File: src/rtl/user_move_pkg.sv
// Shared state encodings, empty-square code and piece field helpers for the player-move controller.
// Pure declarations: no latency, no backpressure.
package user_move_pkg;

    typedef enum logic [2:0] {
        ST_START  = 3'd0,
        ST_SELECT = 3'd1,
        ST_TARGET = 3'd2,
        ST_CHECK  = 3'd3,
        ST_PLACE  = 3'd4,
        ST_CLEAR  = 3'd5
    } state_t;

    localparam int MAX_PW = 16;
    localparam logic [MAX_PW-1:0] EMPTY = '0;

    // Pieces are passed zero-extended to MAX_PW; pw is the real field width.
    function automatic logic piece_colour(input logic [MAX_PW-1:0] p, input int pw);
        return p[pw-1];
    endfunction

    function automatic logic [MAX_PW-1:0] piece_type(input logic [MAX_PW-1:0] p, input int pw);
        logic [MAX_PW-1:0] mask;
        mask = (MAX_PW'(1) << (pw - 1)) - MAX_PW'(1);
        return p & mask;
    endfunction

endpackage

File: src/rtl/btn_edge.sv
// Rising-edge press detector for a vector of button levels, with optional held-button auto-repeat.
// Press is combinational from the current level (same cycle); no backpressure.
module btn_edge #(
    parameter int W = 1
`ifdef USER_MOVE_REPEAT_EN
    ,
    parameter bit RPT_EN = 1'b0,
    parameter int DELAY  = 25_000_000,
    parameter int PERIOD = 5_000_000
`endif
) (
    input  logic         clk,
    input  logic         reset,
    input  logic [W-1:0] lvl,
    output logic [W-1:0] press
);

    logic [W-1:0] prev;

    always_ff @(posedge clk) begin
        if (reset) prev <= '0;
        else       prev <= lvl;
    end

`ifdef USER_MOVE_REPEAT_EN
    localparam int CNT_W = $clog2(DELAY > PERIOD ? DELAY : PERIOD) + 1;

    logic [CNT_W-1:0] cnt;
    logic             first;
    logic             rep;

    // One shared counter: any change in the held set restarts the delay phase.
    assign rep = RPT_EN && (lvl != '0) && (lvl == prev) &&
                 (cnt == (first ? CNT_W'(DELAY - 1) : CNT_W'(PERIOD - 1)));

    always_ff @(posedge clk) begin
        if (reset) begin
            cnt   <= '0;
            first <= 1'b1;
        end else if ((lvl != prev) || (lvl == '0)) begin
            cnt   <= '0;
            first <= 1'b1;
        end else if (rep) begin
            cnt   <= '0;
            first <= 1'b0;
        end else begin
            cnt   <= cnt + CNT_W'(1);
        end
    end

    assign press = (lvl & ~prev) | (rep ? lvl : '0);
`else
    assign press = lvl & ~prev;
`endif

endmodule

File: src/rtl/user_move_fsm.sv
// Player input controller: cursor, piece selection, checked move and two-write commit (USER_MOVE_REPEAT_EN adds auto-repeat).
// All outputs registered, one cycle after the press; checker handshake holds chk_req until chk_ack.
module user_move_fsm
    import user_move_pkg::*;
#(
    parameter int BOARD_DIM     = 8,
    parameter int PIECE_W       = 4,
    parameter int CW            = $clog2(BOARD_DIM),
    parameter int AW            = 2 * CW,
    parameter int SQ            = BOARD_DIM * BOARD_DIM,
    parameter logic [AW-1:0] CURSOR_INIT = AW'(6'b100110),
    parameter int REPEAT_DELAY  = 25_000_000,
    parameter int REPEAT_PERIOD = 5_000_000
) (
    input  logic                  clk,
    input  logic                  reset,
    input  logic [SQ*PIECE_W-1:0] entireBoard,
    input  logic                  BTNC,
    input  logic                  BTNU,
    input  logic                  BTND,
    input  logic                  BTNL,
    input  logic                  BTNR,
    output logic                  chk_req,
    output logic [AW-1:0]         chk_from,
    output logic [AW-1:0]         chk_to,
    input  logic                  chk_ack,
    input  logic                  chk_ok,
    output logic                  wr_en,
    output logic [AW-1:0]         wr_addr,
    output logic [PIECE_W-1:0]    wr_data,
    output logic [AW-1:0]         cursorLocation,
    output logic [AW-1:0]         selectionLocation,
    output logic                  selectionCheck,
    output logic                  playerTurn,
    output logic [2:0]            currentState,
    output logic                  move_done
);

    localparam logic [CW-1:0] EDGE_MAX = CW'(BOARD_DIM - 1);

    logic               c_press;
    logic [3:0]         dir_press;   // {L, R, D, U}
    logic [PIECE_W-1:0] board [SQ];

    btn_edge #(.W(1)) u_btn_c (
        .clk   (clk),
        .reset (reset),
        .lvl   (BTNC),
        .press (c_press)
    );

    btn_edge #(
        .W(4)
`ifdef USER_MOVE_REPEAT_EN
        , .RPT_EN(1'b1), .DELAY(REPEAT_DELAY), .PERIOD(REPEAT_PERIOD)
`endif
    ) u_btn_dir (
        .clk   (clk),
        .reset (reset),
        .lvl   ({BTNL, BTNR, BTND, BTNU}),
        .press (dir_press)
    );

    for (genvar n = 0; n < SQ; n++) begin : g_board
        assign board[n] = entireBoard[n*PIECE_W +: PIECE_W];
    end

    state_t             state, state_nxt;
    logic [AW-1:0]      cursor_nxt, sel_nxt, from_nxt, to_nxt, wr_addr_nxt;
    logic [PIECE_W-1:0] wr_data_nxt;
    logic               selchk_nxt, req_nxt, wr_en_nxt, done_nxt, turn_nxt;
    logic [MAX_PW-1:0]  cur_piece;
    logic [CW-1:0]      file, rank;
    logic               sel_ok;

    always_comb begin
        cur_piece = '0;
        cur_piece[PIECE_W-1:0] = board[cursorLocation];
        file   = cursorLocation[AW-1:CW];
        rank   = cursorLocation[CW-1:0];
        sel_ok = (piece_type(cur_piece, PIECE_W) != EMPTY) &&
                 (piece_colour(cur_piece, PIECE_W) == playerTurn);

        state_nxt   = state;
        cursor_nxt  = cursorLocation;
        sel_nxt     = selectionLocation;
        selchk_nxt  = selectionCheck;
        req_nxt     = chk_req;
        from_nxt    = chk_from;
        to_nxt      = chk_to;
        wr_en_nxt   = 1'b0;
        wr_addr_nxt = wr_addr;
        wr_data_nxt = wr_data;
        done_nxt    = 1'b0;
        turn_nxt    = playerTurn;

        case (state)
            ST_START: state_nxt = ST_SELECT;
            ST_SELECT: begin
                if (c_press && sel_ok) begin
                    state_nxt  = ST_TARGET;
                    sel_nxt    = cursorLocation;
                    selchk_nxt = 1'b1;
                end
            end
            ST_TARGET: begin
                if (c_press) begin
                    if (cursorLocation == selectionLocation) begin
                        state_nxt  = ST_SELECT;
                        selchk_nxt = 1'b0;
                    end else begin
                        state_nxt = ST_CHECK;
                        from_nxt  = selectionLocation;
                        to_nxt    = cursorLocation;
                        req_nxt   = 1'b1;
                    end
                end
            end
            ST_CHECK: begin
                if (chk_req && chk_ack) begin
                    req_nxt = 1'b0;
                    if (chk_ok) begin
                        state_nxt   = ST_PLACE;
                        wr_en_nxt   = 1'b1;
                        wr_addr_nxt = chk_to;
                        wr_data_nxt = board[chk_from];
                    end else begin
                        state_nxt  = ST_SELECT;
                        selchk_nxt = 1'b0;
                    end
                end
            end
            ST_PLACE: begin
                state_nxt   = ST_CLEAR;
                wr_en_nxt   = 1'b1;
                wr_addr_nxt = chk_from;
                wr_data_nxt = '0;
                done_nxt    = 1'b1;
                turn_nxt    = ~playerTurn;
                selchk_nxt  = 1'b0;
            end
            ST_CLEAR: state_nxt = ST_SELECT;
            default:  state_nxt = ST_START;
        endcase

        // The winning direction is chosen before the edge test, so a blocked L masks R.
        if ((state == ST_SELECT) || (state == ST_TARGET)) begin
            if (dir_press[3]) begin
                if (file != '0) cursor_nxt = {file - CW'(1), rank};
            end else if (dir_press[2]) begin
                if (file != EDGE_MAX) cursor_nxt = {file + CW'(1), rank};
            end else if (dir_press[1]) begin
                if (rank != EDGE_MAX) cursor_nxt = {file, rank + CW'(1)};
            end else if (dir_press[0]) begin
                if (rank != '0) cursor_nxt = {file, rank - CW'(1)};
            end
        end
    end

    always_ff @(posedge clk) begin
        if (reset) begin
            state             <= ST_START;
            cursorLocation    <= CURSOR_INIT;
            selectionLocation <= '0;
            selectionCheck    <= 1'b0;
            chk_req           <= 1'b0;
            chk_from          <= '0;
            chk_to            <= '0;
            wr_en             <= 1'b0;
            wr_addr           <= '0;
            wr_data           <= '0;
            move_done         <= 1'b0;
            playerTurn        <= 1'b0;
        end else begin
            state             <= state_nxt;
            cursorLocation    <= cursor_nxt;
            selectionLocation <= sel_nxt;
            selectionCheck    <= selchk_nxt;
            chk_req           <= req_nxt;
            chk_from          <= from_nxt;
            chk_to            <= to_nxt;
            wr_en             <= wr_en_nxt;
            wr_addr           <= wr_addr_nxt;
            wr_data           <= wr_data_nxt;
            move_done         <= done_nxt;
            playerTurn        <= turn_nxt;
        end
    end

    assign currentState = state;

endmodule

File: config.mk
export PLATFORM = sky130hd
export DESIGN_NAME = user_move_fsm
export DESIGN_NICKNAME = d
export VERILOG_FILES = /design/src/rtl/user_move_pkg.sv /design/src/rtl/btn_edge.sv /design/src/rtl/user_move_fsm.sv
export SDC_FILE = /design/constraint.sdc
export NUM_CORES = 1
export LEC_CHECK = 0
export BUFFER_PORTS_ARGS = -buffer_cell sky130_fd_sc_hd__buf_4
export CAP_MARGIN = 20
export CORE_UTILIZATION = 40
export CTS_CLUSTER_DIAMETER = 150
export DETAILED_ROUTE_END_ITERATION = 10
export PLACE_DENSITY_LB_ADDON = 0.15
export SLEW_MARGIN = 0
export SYNTH_ARGS = -nofsm -noshare
export SYNTH_HDL_FRONTEND = slang
export SYNTH_SLANG_ARGS = --single-unit
File: constraint.sdc
create_clock -name clk -period 5.7 [get_ports clk]
set_input_delay 0 -clock clk [delete_from_list [all_inputs] [get_ports clk]]
set_output_delay 0 -clock clk [all_outputs]
set_load 0.02 [all_outputs]
==> summary.txt, run 1 <==
Synthesis
  • Yosys warning count: 0
  • Cell taking the most area after synthesis: mux4_2
  • Post-synth EDFFs: 0
  • Syn nets: 797
  • Count leader, synth: mux4_2
  • Post-synth cell types: 63
  • Synth async-reset ratio: 0%
  • Ys flop type: dfxtp_1
  • Synthesized instance count: 527
  • FF+latch count, synth: 47
  • Avg Cell Area, Syn: 10.68 µm²
  • Post-synthesis sequential area ratio: 16.71%
  • Share of the synthesized area in the top cell type: 41.61%
  • Commonest cells post-synth: mux4_2, nor2_1, dfxtp_1
  • Synth area leaders: mux4_2, dfxtp_1, nor2_1
  • Mapped cell area: 5629 µm²

Drt
  • Post-route ant nets: 0
  • Total wire length: between 20 and 30 mm
  • TritonRoute pass-1 iters: 5
  • Vias/cell: 6.511
  • Avg WL per Cell: 26.24 µm
  • # DRC: 0
  • Total number of vias: 6368
  • Iteration-0 DRC Markers: ~650

Clock network
  • Worst skew pair latency: around 0.29 ns
  • Clock buffer depth: 2
  • Post-CTS Setup Inserts: 0
  • Num Clock Sinks: 47
  • Root Buffer Master: clkbuf_16
  • CTS Buf Count: 5
  • Register clock-pin slew on the reported worst setup and hold paths: 0.07 ns
  • CTS tree: yes
  • Htree depth: 2

Worst setup path
  • Family with the most delay on the worst path: compound AO/OA/AOI/OAI gates
  • Worst path cell trace: buf_4 > mux4_2 > nor3_1 > o31ai_1 > a21oi_1 > o31ai_1 > o22a_1 > mux2i_1
  • Max incr delay on CP: 0.82 ns
  • Maximum fanout along the worst path: 39
  • WP buf/inv: 1
  • CP dominant cell by count: o31ai_1
  • Slowest cell on crit path: dfxtp_2
  • Kind of critical path: flip-flop to flip-flop
  • CP Capture Type: flip-flop
  • Worst Path Required: 5.91 ns
  • Worst EP arrival: 3.67 ns
  • Worst setup SP type: flip-flop

Global route
  • Antenna violations before repair: 0
  • Grt ovf: 0
  • Largest net degree at the start of global routing: between 50 and 60
  • Vias in the first global route: roughly 6700
  • GRT Resource Usage Total: 34.99%
  • First-pass GRT wire length: 37.94 mm

Flow run
  • Max_cap viols: 0

Power
  • Total leakage power: about 3.2 nW
  • VDD IR max: 126.0 µV
  • Cell Pwr Density: 188.4 nW/µm²

Timing
  • Final min period: approximately 3.5 ns
  • Period utilisation layout: 60.73%
  • TNS Setup: 0 ns
  • Worst slew pin tran: 1.014 ns
  • Final setup violation count: 0
  • Relative slew slack: 32.41%
  • Max Slew Vio Count: 0
  • Clk_skew: 0.007317 ns
  • Final Hold Vio Count: 0
  • Fmax: 288.9 MHz
  • RSZ-0062 raised after global routing: no

Cells and area
  • Post-layout util: 60.37%
  • Nets: roughly 1100
  • Share of layout cells above drive strength 1: 54.74%
  • Multi-input gate area: 4385 µm²
  • Area delta synth->final: 44.83%
  • Diodes inserted: 0
  • Register area: between 900 and 1000 µm²
  • Fill count: approximately 1100

Floorplanning
  • Top Ports: a little over 300
  • Die area: approximately 15000 µm²
  • Core area: 13510 µm²
  • FP Rows: 42
  • Initial Util: about two fifths
  • Die W: 120.6 µm
  • Die height: 120.6 µm

Min path
  • HP Class: input pin to flip-flop

Status
  • Outcome: finished clean

Placement
  • GP Congestion: 1.062
  • Post-DP HPWL: 20.86 mm
  • Port Buf Inserts: 306
## cell usage in the layout, fill, tap and decap left out, drive strengths merged, types with 8 or more instances in the layout
cell type | synthesis | final
buf | 27 | 313
mux4 | 104 | 104
nor2 | 55 | 55
dfxtp | 47 | 47
nor4 | 29 | 29
nor3 | 27 | 27
nand2 | 24 | 24
a21oi | 21 | 21
nand2b | 17 | 17
mux2i | 16 | 16
nor2b | 12 | 12
nor4b | 10 | 10
a211oi | 10 | 10
a311oi | 10 | 10
xnor2 | 8 | 8
## kinds of logic (layout without fill, tap and decap cells)
kind of cell | Yosys count | after routing | share of synthesized area (%)
AND/OR/NAND/NOR | 193 | 193 | 18.03
multiplexers | 121 | 121 | 44.65
AO/OA/AOI/OAI | 89 | 89 | 11.96
buffers and inverters | 59 | 334 | 5.379
flip-flops | 47 | 47 | 16.71
XOR/XNOR | 13 | 13 | 2.023
adder cells (fa/ha/maj) | 5 | 5 | 1.245
## layer usage
metal  global-route usage, %  vias up  share of wire [%]
met5                       0        -                  0
met4                   16.67        0                4.5
met3                   5.425       88                7.9
met2                   60.56      439                 51
met1                   42.53     3124                 36
li1                        -     2717                  -
## tightest hold or removal path, cell delays in order
cell and delay (ns):
buf_4 0.08, o22ai_1 0.07, nand2_1 0.08, nand2_1 0.05
a21oi_1 0.12
## sequential cells by signal (all words and copies together), names as in the netlist
signal             flops
chk_from               6
chk_to                 6
cursorLocation         6
selectionLocation      6
wr_addr                6
u_btn_dir.prev         4
wr_data                4
currentState           3
chk_req                1
move_done              1
playerTurn             1
selectionCheck         1
u_btn_c.prev           1
wr_en                  1
## through the flow
stage | hold WS, ns | cells | worst slack, ns | power, mW | instance area (µm²)
after floorplan | 0.1161 | 527 | 3.057 | 0.8788 | 5629
after global placement | 0.2179 | 963 | 2.413 | 1.205 | 7923
after detailed placement | 0.2294 | 963 | 2.356 | 1.211 | 7923
after CTS | 0.1546 | 977 | 2.325 | 1.525 | 8138
after global routing | 0.1874 | 978 | 2.074 | 1.601 | 8153
final | 0.1551 | 978 | 2.238 | 1.536 | 8153
## worst paths after layout
kind                     start                    to  slack [ns]  cells after the start
max          cursorLocation[1]  selectionLocation[4]        2.24                      8
max reg2reg  cursorLocation[1]  selectionLocation[4]        2.24                      8
min                     chk_ok        selectionCheck        0.16                      5
min reg2reg     selectionCheck        selectionCheck        0.46                      2
## final cells by class
cell class	instances	area share, %
clock buffers	6	1.703
multi-input cells	421	53.79
repair buffers	319	29.65
flip-flops and latches	47	11.63
well taps	176	2.701
inverters	7	0.3223
clock inverters	2	0.1995
## report_power, final
group	switching (mW)	internal, mW	total, mW
logic	0.379	0.394	0.773
registers	0.0966	0.357	0.453
clock network	0.135	0.176	0.310
total	0.610	0.926	1.54
## timing repair
item                      in CTS  in global routing
hold buffers                   6                  0
hold endpoints to repair       6                  0
resized for setup              0                  0
Power figures use the tool's default switching activity.
==> run 2: changes to the inputs <==
Clock period 5.7 ns to 3.15 ns, I/O delays scaled along.
==> run 2 against run 1 <==
Flip-flop and latch count unchanged. Global-route usage down 1.1 points. Final area up 1.5%. Worst setup slack worse by 2.0 ns. Maximum frequency up 19%. First-iteration DRC count down 19%. Sequential share of layout area down 0.14 points. Highest routed layer unchanged.
==> summary.txt, run 2 (synthesis results as in run 1) <==
Status
  • Outcome: finished clean

Worst setup path
  • WP buf/inv: 1 (unchanged)
  • Worst EP arrival: 3.13 ns (-0.54 ns)
  • CP dominant cell by count: nor3_1
  • FF-to-FF path depth: 8 (unchanged)
  • R2R setup slack: 0.23 ns (-2.01 ns)
  • Worst r2r src: cursorLocation[1]
  • Family with the most delay on the worst path: simple AND/OR/NAND/NOR gates
  • Worst Path Required: 3.36 ns (-2.55 ns)
  • CP Capture Type: flip-flop
  • Kind of critical path: flip-flop to flip-flop
  • Max incr delay on CP: 0.66 ns (-0.16 ns)
  • Maximum fanout along the worst path: 25 (-36%)
  • Worst setup SP type: flip-flop
  • Reg-to-reg endpoint: selectionLocation[2]
  • Slowest cell on crit path: dfxtp_2
  • Crit path from: cursorLocation[1]
  • Worst path cell trace: buf_4 > nor3_1 > o32ai_1 > nor3_1 > and4_1 > nor4_1 > o22a_1 > mux2i_1

Timing
  • Worst slew pin tran: 0.5871 ns (-0.4267 ns)
  • Fmax: 342.4 MHz (+19%)
  • Final Hold Vio Count: 0 (unchanged)
  • Final setup violation count: 0 (unchanged)
  • Clk_skew: 0.003703 ns (-0.003614 ns)
  • Worst hold slack: 0.1502 ns (-0.004857 ns)
  • Period utilisation layout: 92.70% (+32 points)
  • TNS Setup: 0 ns (unchanged)
  • Final worst-path setup slack: 0.2298 ns (-2.008 ns)
  • Final min period: 2.920 ns (-0.5417 ns)
  • Relative slew slack: 60.45% (+28 points)
  • RSZ-0062 raised after global routing: no
  • Max Slew Vio Count: 0 (unchanged)

Clock network
  • Clock buffer depth: 2 (unchanged)
  • CTS tree: yes
  • Worst skew pair latency: 0.29 ns (about the same)
  • Htree depth: 2 (unchanged)
  • Root Buffer Master: clkbuf_16
  • CTS Buf Count: 5 (unchanged)
  • Num Clock Sinks: 47 (unchanged)
  • Register clock-pin slew on the reported worst setup and hold paths: 0.07 ns (about the same)

Cells and area
  • Nets: 1081 (+0.93%)
  • Commonest cells after routing, fill and taps aside: buf_4, mux4_2, nor2_1
  • Share of layout cells above drive strength 1: 55.30% (+0.56 points)
  • Multi-input gate area: 4385 µm² (unchanged)
  • Fill count: 1148 (+0.79%)
  • Area delta synth->final: 46.97%
  • Register area: 950.9 µm² (+0.26%)
  • Diodes inserted: 0 (unchanged)
  • Most common cell after layout, fill and taps aside: buf_4

Power
  • Cell Pwr Density: 335.9 nW/µm² (+78%)
  • VDD IR max: 245.7 µV (+95%)
  • Flop pwr share: 27.8% (-1.7 points)
  • Switching portion of total power: 38.43% (-1.3 points)
  • Clock share of power: 19.9% (-0.3 points)
  • Gate power share: 52.3% (+2.0 points)
  • Pwr Total: 2.779 mW (+81%)
  • Total leakage power: 3.262 nW (+1.8%)
  • Internal power: 1.711 mW (+85%)
  • Sw Pwr: 1.068 mW (+75%)

Floorplanning
  • Initial Util: 41.68% (unchanged)
  • Die height: 120.6 µm (unchanged)
  • Die W: 120.6 µm (unchanged)
  • Core area: 13510 µm² (unchanged)
  • FP Rows: 42 (unchanged)
  • Top Ports: 307 (unchanged)
  • Die area: 14550 µm² (unchanged)

Min path
  • HP Class: input pin to flip-flop
  • Hold Path Sink: selectionCheck
  • Worst Hold Path Cells: 5 (unchanged)
  • Hold path start: chk_ok

Global route
  • Largest net degree at the start of global routing: 66 (+22%)
  • Grt ovf: 0 (unchanged)
  • First-pass GRT wire length: 37.06 mm (-2.3%)
  • Vias in the first global route: 6536 (-2.0%)
  • Antenna violations before repair: 0 (unchanged)
  • GRT Resource Usage Total: 33.85% (-1.1 points)

Drt
  • Total wire length: 24.87 mm (-3.1%)
  • # DRC: 0 (unchanged)
  • Post-route ant nets: 0 (unchanged)
  • Vias/cell: 6.387 (-1.9%)
  • Iteration-0 DRC Markers: 527 (-19%)
  • Total number of vias: 6310 (-0.91%)
  • TritonRoute pass-1 iters: 5 (unchanged)
  • Avg WL per Cell: 25.17 µm (-4.1%)

Placement
  • Port Buf Inserts: 306 (unchanged)
  • Pre-CTS WS: 0.2725 ns (-2.083 ns)
  • Post-DP HPWL: 20.56 mm (-1.4%)
  • GP Congestion: 0.9545 (-10%)

Flow run
  • Max_cap viols: 0 (unchanged)
## run 2: cell type report
type | instances | area share [%]
Clock buffer | 6 | 1.679
Clock inverter | 2 | 0.1966
Inverter | 7 | 0.3176
Multi-Input combinational cell | 421 | 53.01
Sequential cell | 47 | 11.49
Tap cell | 176 | 2.662
Timing Repair Buffer | 329 | 30.64
## run 2: repair_timing
item / CTS / global route
setup endpoints to repair: 0 / 3
setup buffers: 0 / 0
hold buffers: 6 / 0
hold endpoints to repair: 6 / 0
gates resized for setup: 0 / 1
## run 2: how the worst max path moves through the flow
| stage | end | cells after the start |
|---|---|---|
| after floorplan | wr_data[2] | 7 |
| after global placement | selectionLocation[4] | 8 |
| after detailed placement | selectionLocation[2] | 8 |
| after CTS | selectionLocation[2] | 8 |
| after global routing | selectionLocation[0] | 8 |
| final | selectionLocation[2] | 8 |
## run 2: per-stage QoR
stage          utilization (%)  std cells  area [µm²]
2_1_floorplan                -        527        5629
3_3_place_gp             59.64        974        8055
3_5_place_dp             59.64        974        8055
4_1_cts                  61.24        988        8270
5_1_grt                  61.26        988        8273
6_report                 61.26        988        8273
## run 2: metal layers
| layer | global-route usage (%) | wire (µm) | vias up |
|---|---|---|---|
| li1 | - | - | 2743 |
| met1 | 42.24 | 9399 | 3160 |
| met2 | 58.91 | 12670 | 361 |
| met3 | 6.274 | 2062 | 46 |
| met4 | 10.96 | 739 | 0 |
| met5 | 0 | 0 | - |
## run 2: worst register-to-register path: cells and delay by family, from the launching register on
family,cells,cell delay [ns]
AOI/OAI and AO/OA,2,0.79
and+or+nand+nor,4,0.89
DFF,1,0.66
buffers and inverters,1,0.27
muxes,1,0.25
## run 2: power by group through the flow
stage / Clock (mW) / Combinational [mW] / Sequential, mW
floorplan: 0 / 0.835 / 0.755
global placement: 0 / 1.41 / 0.783
detailed placement: 0 / 1.43 / 0.784
CTS: 0.553 / 1.44 / 0.770
global route: 0.582 / 1.55 / 0.783
finish: 0.553 / 1.45 / 0.773
